--- src/rtl/cpu_core_mc.sv ---
// ---------------------------------------------------------------------------
// cpu_core_mc
//   Parametrised multi-cycle CPU core. Each instruction is fetched from a
//   synchronous ROM into a registered IR and then walks through a fixed
//   state sequence.
//     FETCH -> DECODE -> READ_A -> READ_B -> EXEC -> WRITE -> FETCH  (ALU ops)
//     FETCH -> DECODE -> READ_B -> EXEC -> WRITE -> FETCH            (MOV)
//     FETCH -> DECODE -> FETCH                        (NOP / JMP / JZ / unknown)
//     FETCH -> DECODE -> HALT                         (HALT, sticky)
//   ALU and MOV instructions are memory-to-memory. They use a single-port
//   synchronous RAM and an external combinational ALU.
//
// Optional build macro:
//   CPU_STEP_EN - adds a 'step' input. FETCH idles with all strobes low
//                 until step=1 is sampled. One instruction runs per pulse.
//
// Ports:
//   clk             in   rising-edge clock
//   reset           in   asynchronous, active-low reset
//   step            in   single-step enable (CPU_STEP_EN builds only)
//   rom_address     out  instruction address (always equals pc)
//   rom_read_enable out  ROM read strobe (high in FETCH)
//   rom_data        in   ROM data, valid one cycle after the strobe
//   ram_read        out  RAM read strobe (READ_A / READ_B)
//   ram_read_addr   out  RAM read address (dest in READ_A, src in READ_B)
//   ram_data_out    in   RAM read data, valid one cycle after the strobe
//   ram_write       out  RAM write strobe (WRITE)
//   ram_write_addr  out  RAM write address (dest)
//   ram_data_in     out  RAM write data (ALU result, or B for MOV)
//   alu_op          out  opcode shown to the ALU in EXEC and WRITE
//   alu_a / alu_b   out  operand registers A (mem[dest]) and B (mem[src])
//   alu_result      in   combinational ALU result
//   pc              out  program counter
//   state           out  FSM state encoding
//   zero            out  zero flag from the last ALU op
//   halted          out  high in the HALT state
// ---------------------------------------------------------------------------
module cpu_core_mc #(
    parameter int DATA_W = 16,
    parameter int ADDR_W = 6,
    parameter int PC_W   = 8,
    parameter int OPC_W  = 4,
    localparam int INSTR_W = OPC_W + 2*ADDR_W
) (
    input  logic               clk,
    input  logic               reset,
`ifdef CPU_STEP_EN
    input  logic               step,
`endif
    output logic [PC_W-1:0]    rom_address,
    output logic               rom_read_enable,
    input  logic [INSTR_W-1:0] rom_data,
    output logic               ram_read,
    output logic [ADDR_W-1:0]  ram_read_addr,
    input  logic [DATA_W-1:0]  ram_data_out,
    output logic               ram_write,
    output logic [ADDR_W-1:0]  ram_write_addr,
    output logic [DATA_W-1:0]  ram_data_in,
    output logic [OPC_W-1:0]   alu_op,
    output logic [DATA_W-1:0]  alu_a,
    output logic [DATA_W-1:0]  alu_b,
    input  logic [DATA_W-1:0]  alu_result,
    output logic [PC_W-1:0]    pc,
    output logic [2:0]         state,
    output logic               zero,
    output logic               halted
);

    typedef enum logic [2:0] {
        S_FETCH  = 3'd0,
        S_DECODE = 3'd1,
        S_READ_A = 3'd2,
        S_READ_B = 3'd3,
        S_EXEC   = 3'd4,
        S_WRITE  = 3'd5,
        S_HALT   = 3'd6
    } state_t;

    localparam logic [OPC_W-1:0] OP_ADD  = OPC_W'(4'h1);
    localparam logic [OPC_W-1:0] OP_XOR  = OPC_W'(4'h5);
    localparam logic [OPC_W-1:0] OP_MOV  = OPC_W'(4'h6);
    localparam logic [OPC_W-1:0] OP_JMP  = OPC_W'(4'h7);
    localparam logic [OPC_W-1:0] OP_JZ   = OPC_W'(4'h8);
    localparam logic [OPC_W-1:0] OP_HALT = OPC_W'(4'hF);

    // Level of the ROM strobe on re-entering FETCH. In step mode FETCH
    // always comes back idle, so each instruction needs a fresh step.
`ifdef CPU_STEP_EN
    localparam logic FETCH_ARM = 1'b0;
`else
    localparam logic FETCH_ARM = 1'b1;
`endif

    // ADD, SUB, AND, OR and XOR have contiguous opcodes.
    function automatic logic is_alu(input logic [OPC_W-1:0] op);
        return (op >= OP_ADD) && (op <= OP_XOR);
    endfunction

    function automatic logic take_jump(input logic [OPC_W-1:0] op, input logic z);
        return (op == OP_JMP) || ((op == OP_JZ) && z);
    endfunction

    state_t              state_q;
    logic [PC_W-1:0]     pc_q;
    logic [INSTR_W-1:0]  ir;
    logic [DATA_W-1:0]   a_reg;
    logic [DATA_W-1:0]   b_reg;
    logic                zero_q;
    logic                halted_q;
    logic                rom_rd_q;
    logic                ram_rd_q;
    logic [ADDR_W-1:0]   ram_raddr_q;
    logic                ram_wr_q;
    logic [ADDR_W-1:0]   ram_waddr_q;
    logic [OPC_W-1:0]    alu_op_q;
    logic                fetch_go;

    // Fields of the word arriving from the ROM during DECODE.
    logic [OPC_W-1:0]    dec_opc;
    logic [ADDR_W-1:0]   dec_dest;
    logic [ADDR_W-1:0]   dec_src;
    logic [PC_W-1:0]     dec_target;

    // Fields of the latched instruction, used from READ_A onwards.
    logic [OPC_W-1:0]    ir_opc;
    logic [ADDR_W-1:0]   ir_dest;
    logic [ADDR_W-1:0]   ir_src;

    assign dec_opc    = rom_data[INSTR_W-1 -: OPC_W];
    assign dec_dest   = rom_data[2*ADDR_W-1:ADDR_W];
    assign dec_src    = rom_data[ADDR_W-1:0];
    assign dec_target = rom_data[PC_W-1:0];

    assign ir_opc  = ir[INSTR_W-1 -: OPC_W];
    assign ir_dest = ir[2*ADDR_W-1:ADDR_W];
    assign ir_src  = ir[ADDR_W-1:0];

`ifdef CPU_STEP_EN
    assign fetch_go = step;
`else
    assign fetch_go = 1'b1;
`endif

    // Control and strobes are registered together with the state. A strobe
    // is set on the edge that enters its state and cleared on the edge that
    // leaves it.
    always_ff @(posedge clk or negedge reset) begin
        if (!reset) begin
            state_q     <= S_FETCH;
            pc_q        <= '0;
            ir          <= '0;
            a_reg       <= '0;
            b_reg       <= '0;
            zero_q      <= 1'b0;
            halted_q    <= 1'b0;
            rom_rd_q    <= 1'b0;
            ram_rd_q    <= 1'b0;
            ram_raddr_q <= '0;
            ram_wr_q    <= 1'b0;
            ram_waddr_q <= '0;
            alu_op_q    <= '0;
        end else begin
            case (state_q)
                // ---- FETCH: ROM samples pc while the strobe is high ----
                S_FETCH: begin
                    // Reset clears the strobe, and step mode re-enters
                    // FETCH idle. In both cases the strobe is raised first.
                    // The ROM word is only expected once the strobe has
                    // been high for a full cycle.
                    if (rom_rd_q) begin
                        rom_rd_q <= 1'b0;
                        state_q  <= S_DECODE;
                    end else if (fetch_go) begin
                        rom_rd_q <= 1'b1;
                    end
                end

                // ---- DECODE: latch IR, advance pc, pick the path ----
                S_DECODE: begin
                    ir   <= rom_data;
                    pc_q <= pc_q + PC_W'(1);
                    if (is_alu(dec_opc)) begin
                        state_q     <= S_READ_A;
                        ram_rd_q    <= 1'b1;
                        ram_raddr_q <= dec_dest;
                    end else if (dec_opc == OP_MOV) begin
                        // MOV never needs mem[dest], so READ_A is skipped.
                        state_q     <= S_READ_B;
                        ram_rd_q    <= 1'b1;
                        ram_raddr_q <= dec_src;
                    end else if (dec_opc == OP_HALT) begin
                        state_q  <= S_HALT;
                        halted_q <= 1'b1;
                    end else begin
                        state_q  <= S_FETCH;
                        rom_rd_q <= FETCH_ARM;
                        if (take_jump(dec_opc, zero_q)) begin
                            pc_q <= dec_target;
                        end
                    end
                end

                // ---- READ_A: RAM samples dest ----
                S_READ_A: begin
                    state_q     <= S_READ_B;
                    ram_raddr_q <= ir_src;
                end

                // ---- READ_B: mem[dest] arrives, RAM samples src ----
                S_READ_B: begin
                    if (is_alu(ir_opc)) begin
                        a_reg <= ram_data_out;
                    end
                    state_q     <= S_EXEC;
                    ram_rd_q    <= 1'b0;
                    ram_raddr_q <= '0;
                    alu_op_q    <= ir_opc;
                end

                // ---- EXEC: mem[src] arrives into B ----
                S_EXEC: begin
                    b_reg       <= ram_data_out;
                    state_q     <= S_WRITE;
                    ram_wr_q    <= 1'b1;
                    ram_waddr_q <= ir_dest;
                end

                // ---- WRITE: RAM stores ram_data_in at dest ----
                S_WRITE: begin
                    if (is_alu(ir_opc)) begin
                        zero_q <= (alu_result == '0);
                    end
                    state_q     <= S_FETCH;
                    ram_wr_q    <= 1'b0;
                    ram_waddr_q <= '0;
                    alu_op_q    <= '0;
                    rom_rd_q    <= FETCH_ARM;
                end

                S_HALT: begin
                    state_q <= S_HALT;
                end

                default: begin
                    state_q <= S_FETCH;
                end
            endcase
        end
    end

    // Write data depends on B, which is only loaded at the end of EXEC, so
    // it is selected combinationally in WRITE. It is held at zero otherwise.
    always_comb begin
        ram_data_in = '0;
        if (state_q == S_WRITE) begin
            ram_data_in = (ir_opc == OP_MOV) ? b_reg : alu_result;
        end
    end

    assign rom_address     = pc_q;
    assign rom_read_enable = rom_rd_q;
    assign ram_read        = ram_rd_q;
    assign ram_read_addr   = ram_raddr_q;
    assign ram_write       = ram_wr_q;
    assign ram_write_addr  = ram_waddr_q;
    assign alu_op          = alu_op_q;
    assign alu_a           = a_reg;
    assign alu_b           = b_reg;
    assign pc              = pc_q;
    assign state           = state_q;
    assign zero            = zero_q;
    assign halted          = halted_q;

endmodule

--- config.mk ---
export PLATFORM = sky130hd
export DESIGN_NAME = cpu_core_mc
export DESIGN_NICKNAME = d
export VERILOG_FILES = /design/src/rtl/cpu_core_mc.sv
export SDC_FILE = /design/constraint.sdc
export NUM_CORES = 1
export LEC_CHECK = 0
export CORE_AREA = 2 2 131 133
export DETAILED_ROUTE_END_ITERATION = 10
export DIE_AREA = 0 0 133 135
export GPL_TIMING_DRIVEN = 0
export MAX_ROUTING_LAYER = met4
export PLACE_DENSITY = 0.49
export SLEW_MARGIN = 20
export SYNTH_ARGS = -nofsm -noshare
export SYNTH_HDL_FRONTEND = slang
export SYNTH_SLANG_ARGS = --single-unit
--- constraint.sdc ---
create_clock -name clk -period 1.6 [get_ports clk]
set_input_delay 0.24 -clock clk [delete_from_list [all_inputs] [get_ports clk]]
set_output_delay 0.24 -clock clk [all_outputs]
set_load 0.02 [all_outputs]
### After elaboration in Yosys (flattened, before gate mapping)

Index checks and enable logic that the tools add are counted.

* bits of input ports: 50
* output and inout bits: 88
* register bits: 80
* logic and storage cells: 78

* multiplexer cells: 25
* eq/ne operators: 16
* add/sub/neg operators: 1
* bitwise gates (word level): 2
* magnitude comparators: 4
* reduce and logical (&&, ||, !) cells: 17

Operator list (number)
* 2-to-1 mux 16 bit: 2
* 2-to-1 mux 8 bit: 4
* case mux 3 bit (6 select lines): 1
* case mux 6 bit (3 select lines): 1
* zero test 16 bit: 1
* equality test 4 x 3 -> 1 bit (second input constant): 3
* 2-to-1 mux 3 bit: 4
* 2-to-1 mux 6 bit: 2
* case mux 6 bit (2 select lines): 1
* equality test 3 bit (second input constant): 3
* adder 8 x 1 -> 8 bit (second input constant): 1
* equality test 4 bit (second input constant): 2
* >= comparator 4 x 1 -> 1 bit (second input constant): 2
* <= comparator 4 x 3 -> 1 bit (second input constant): 2
* inequality test 2 bit (second input constant): 4
* case mux 4 bit (2 select lines): 1
* AND reduction 2 bit: 4
* AND reduction 4 bit: 2
* equality test 3 x 2 -> 1 bit (second input constant): 2
* 2-to-1 mux 1 bit: 6
* nonzero test 2 bit: 3
* nonzero test 3 bit: 2
* case mux 1 bit (2 select lines): 2
* equality test 3 x 1 -> 1 bit (second input constant): 1
* 6 further kinds: 9

### Longest topological paths before layout

* depth in word-level cells: 7
* gate-level depth with buffers: 7
* gate-level depth less buffers: 4

### Worst setup path after synthesis

OpenSTA, ideal clock, no wires.

* kind: register -> register
* from: register state_q[1] (netlist: state[1])
* to: register b_reg[10] (netlist: alu_b[10])
* arrival time: 1783 ps
* setup slack: -308 ps
* library setup time: 125 ps
* path buffers: 1
* cell stages (with the launch flop): 6
* cells stage by stage: dfrtp_1 > inv_1 > nand2_1 > nor2_1 > buf_2 > mux2_2

* cells in the longest elaborated chain, start to end: 1

RTL lines
* from (decl): RTL line 103 `state_t state_q;`
* from (signal assigned): RTL line 149 `state_q <= S_FETCH;`
* from (signal assigned): RTL line 172 `state_q <= S_DECODE;`
* from (signal assigned): RTL line 183 `state_q <= S_READ_A;`
* equality test 3 bit: RTL line 163 `case (state_q)`
* to (signal assigned): RTL line 222 `b_reg <= ram_data_out;`
* to (decl): RTL line 107 `logic [DATA_W-1:0] b_reg;`

Every way passes these cells.
A chain may end at the register's enable or synchronous reset.

### Final worst setup path

* from: register ir[15]
* to: output port ram_data_in[6]

* cells in the longest elaborated chain, start to end: 3

RTL lines
* from (decl): RTL line 105 `logic [INSTR_W-1:0] ir;`
* from (signal assigned): RTL line 180 `ir <= rom_data;`
* equality test 4 x 3 -> 1 bit: RTL line 256 `ram_data_in = (ir_opc == OP_MOV) ? b_reg : alu_result;`
* 2-to-1 mux 16 bit: RTL line 256
* 2-to-1 mux 16 bit: RTL line 255 `if (state_q == S_WRITE) begin`
* to (decl): RTL line 58 `output logic [DATA_W-1:0] ram_data_in,`

Every way passes these cells.

==> results.md <==
- The min-delay analysis places its worst path in the category primary input to flip-flop.
- The die outline width is ~130 um.
- The first-iteration detailed-routing DRC count is 97.
- After floorplanning, the core was divided into between 40 and 50 placement rows.
- The static power due to leakage is ~2.9 nW.
- Summed over all nets, the half-perimeter wirelength after detailed placement is roughly 9.4 mm.
- The worst-case hold slack is 0.144 ns.
- The number of pins exceeding their max-slew limit in the final report is 0.
- After filler insertion, the fill cell instance count of the layout stands at about 1600.
- The maximum buffer depth of the clock tree is 2.
- Of the cells placed in the final design, the portion with a size suffix greater than 1 is approximately a third.
- The die area is ~18000 um2.
- In this run the tool buffered the top-level ports with between 100 and 150 buffer cells.
- Synthesis inferred 80 register bits.
- The proportion of synthesized flip-flops having asynchronous set or reset is 100%.
- The main flop type after synthesis is sky130_fd_sc_hd__dfrtp_1.
- Of the synthesized area, sequential elements account for 51.6%.
- The CTS tree is built.
- The via count of the first global-routing pass is between 3000 and 4000.
- The global-route wire length before repair is roughly 20 mm.
- The data required time of the worst path is roughly 1.4 ns.
- The final antenna-violating net count is 0.
- The per-cell routed wire length is around 16 um.
- Clock tree synthesis inserted a total of 9 buffers.
- For this design, the sink count on the clock tree is 80.
- The type of element capturing the critical path is a primary output.
- The final route contains 3721 vias.
- The worst setup skew after layout is about 0.007 ns.
- The number of failing hold endpoints at the final stage is 0.
- The instance count after placement with tap cells included is about 760.
- sky130_fd_sc_hd__nand2_1 is the most common cell in the netlist.
- The tool flagged a number of max-cap violations equal to 0.
- The floorplan die height is ~140 um.
- The congestion estimate from routability-driven global placement came to ~0.85.
- The initial antenna violation count is 0.
- The power density relative to cell area is roughly 2000 nW/um2.
- The cell count after synthesis came out at about 400.
- The top-level port count is ~140.
- Clock latency on the worst-skew pair, taken at its later pin, is 0.34 ns.
- After synthesis, the most frequently instantiated cells are 105 x sky130_fd_sc_hd__nand2_1, 80 x sky130_fd_sc_hd__dfrtp_1, 38 x sky130_fd_sc_hd__a21oi_1, 38 x sky130_fd_sc_hd__mux2_2, 26 x sky130_fd_sc_hd__o21ai_0.
- The biggest area contributor in the post-synthesis netlist is sky130_fd_sc_hd__dfrtp_1.
- The synthesized design contains 0 enable-type register cells.
- The clock-pin transition on the worst setup and hold timing paths is approximately 0.060 ns.
- The finished layout holds just under 800 standard cells, fillers aside.
- The root buffer cell is sky130_fd_sc_hd__clkbuf_16.
- The layout overhead on the synthesized area is 66.5%.
- After global routing, the most crowded layer is met2.
- The final global-route overflow total is 0.
- During synthesis, Yosys emitted a total of 0 warnings.
- CTS built an H-tree with a depth of 3.
- Subtracting the final worst setup slack from the clock period gives between 1.5 and 2 ns.
- By area the synthesized netlist is led by sky130_fd_sc_hd__dfrtp_1 52%, sky130_fd_sc_hd__mux2_2 11%, sky130_fd_sc_hd__nand2_1 10%.
- The floorplan core area is roughly 16000 um2.
- The maximum achievable frequency is approximately 500 MHz.
- The critical path is of the flip-flop to primary output type.
- The number of nets in the synthesized netlist is around 450.
- The global-route track usage on met3 is 3.04%.
- The flow ran to the end, but the final reports show violations.
- After the last flow step, the layout net total stands at 622.
- In the global route stage, met1 resource usage came out at between 10% and 20%.
- Setup violations remaining at the end of the flow were counted as 32.
- The area of the multi-input gates is slightly above 2000 um2.
- The diode insertion count for antenna repair is 0.
- The category of the worst setup path launch point is a flip-flop.
- After detailed routing, the number of remaining DRC violations is 0.
- The worst-case vdd ir drop is just under 0.0008 V.
- Of all nets on the critical path, the largest fanout is 5.
- The initial utilization of the core area, before any placement, comes to a little under a quarter.
- For the pin with the worst max-slew slack, the measured transition is 0.477 ns.
- After routing, the total negative slack on setup checks comes to -6.80 ns.
- The checks that failed: setup timing.
- The final setup slack of the worst path is -0.397 ns.
- The sequential cells in the finished layout cover a total of roughly 2000 um2.
- The via count normalized by instance count is roughly 4.7.
- The distinct cell type count after synthesis is 38.
- The final wirelength is 12.9 mm.
- After synthesis, the largest area contributor takes up 51.6% of total cell area.
- Data on the critical path arrives at its endpoint at approximately 1.8 ns.
- The pin count of the biggest net entering global routing is 56.
- The max-slew headroom at the worst pin is 68.2%.
- Setup repair after global routing could not meet its margin everywhere.
- Averaged over all synthesized cells, the footprint is ~9.6 um2.
- After synthesis the cells add up to roughly 3900 um2.
- For this run, the detailed router's first-pass iteration total came to 4.
- The portion of the clock cycle consumed by the worst path in the final layout is 125%.
- The total routing resource utilization after global routing is approximately 15%.
- Global routing consumed, on the met2 layer, about 22% of the routing resources.
flip-flops by register name, indices dropped and copies added (netlist names), 3 cells and up:
name	flops
alu_op	4
alu_b	16
ram_read_addr	6
alu_a	16
state	3
ir	16
ram_write_addr	6
pc	8
layout make-up:
class	count	area share [%]
inverter	4	0.290
multi-input combinational	286	31.3
timing repair buffer	161	24.4
clock inverter	3	0.232
sequential	80	31.1
clock buffer	13	4.18
buffer	29	4.24
tap	220	4.26
worst max-delay path, stage by stage, from the launching register on:
cell	delay [ns]
sky130_fd_sc_hd__dfrtp_1	0.42
sky130_fd_sc_hd__nor4bb_4	0.30
sky130_fd_sc_hd__clkbuf_8	0.20
sky130_fd_sc_hd__buf_8	0.13
sky130_fd_sc_hd__nand2_4	0.06
sky130_fd_sc_hd__a21oi_4	0.17
sky130_fd_sc_hd__buf_6	0.13
final timing paths:
| kind | start | end | slack [ns] | depth (start not counted) |
|---|---|---|---|---|
| setup / recovery | ir[15] | ram_data_in[6] | -0.40 | 6 |
| hold / removal | rom_data[13] | ir[13] | 0.14 | 3 |
| setup reg to reg | ir[15] | alu_a[6] | -0.07 | 6 |
| hold reg to reg | ir[11] | ir[11] | 0.47 | 2 |
| max in group asynchronous | reset | pc[4] | 0.62 | 3 |
| min in group asynchronous | reset | alu_b[3] | 0.36 | 2 |
per-layer routing:
metal,vias up,wire length [um]
met5,-,0
met4,0,298
met3,22,891
met2,171,5770
met1,1786,5910
li1,1742,-
kinds of logic after synthesis:
kind of cell | count (synthesis) | share of synthesized area, %
AO/OA/AOI/OAI | 89 | 13.4
adder cells (fa/ha/maj) | 1 | 0.322
buffers and inverters | 37 | 4.87
flip-flops | 80 | 51.6
multiplexers | 45 | 12.8
AND/OR/NAND/NOR | 151 | 17.0
power breakdown:
part | switching [mW] | internal (mW) | total, mW
Sequential | 0.867 | 3.07 | 3.93
Combinational | 3.80 | 3.53 | 7.32
Clock | 0.801 | 1.17 | 1.97
Total | 5.46 | 7.76 | 13.2
placed cells by master, fill, tap and decap left out, drive strengths merged, types with 2 or more instances in the layout:
cell type	synthesis	layout
a21o	2	2
clkbuf	19	23
nor2	8	8
and3	6	6
o21ai	27	27
nand2b	4	4
inv	4	3
buf	14	63
nor2b	2	2
o21bai	2	2
nand4	6	6
mux2	38	38
nand2	105	105
a32o	2	2
dfrtp	80	80
nor3	2	2
a2bb2oi	4	4
nor4	4	4
dlymetal6s2s	0	7
nand3	7	7
a31oi	7	7
clkinv	0	3
a21oi	38	38
or3	3	3
mux2i	7	7
dlygate4sd2	0	35
clkdlybuf4s50	0	74
metrics by stage:
step                      instance area, um2  setup WS [ns]  utilization, %  total power [mW]
final                                   6460         -0.397            39.4              13.2
after CTS                               6240         -0.412            38.0              13.0
after global routing                    6460         -0.477            39.4              14.1
after global placement                  5660          -3.00            34.5              10.5
after detailed placement                5680         -0.805            34.6              10.7
after floorplan                         4040         -0.118               -              7.62
repair_timing:
action | CTS | global route
gates cloned | 1 | 0
pin swaps | 5 | 12
buffers inserted | 14 | 10
endpoints found under the setup margin | 114 | 89
resized for setup | 183 | 62
hold endpoints to repair | 25 | 0
hold buffers | 1 | 0
Note: power is estimated with default switching activity, not from simulation.
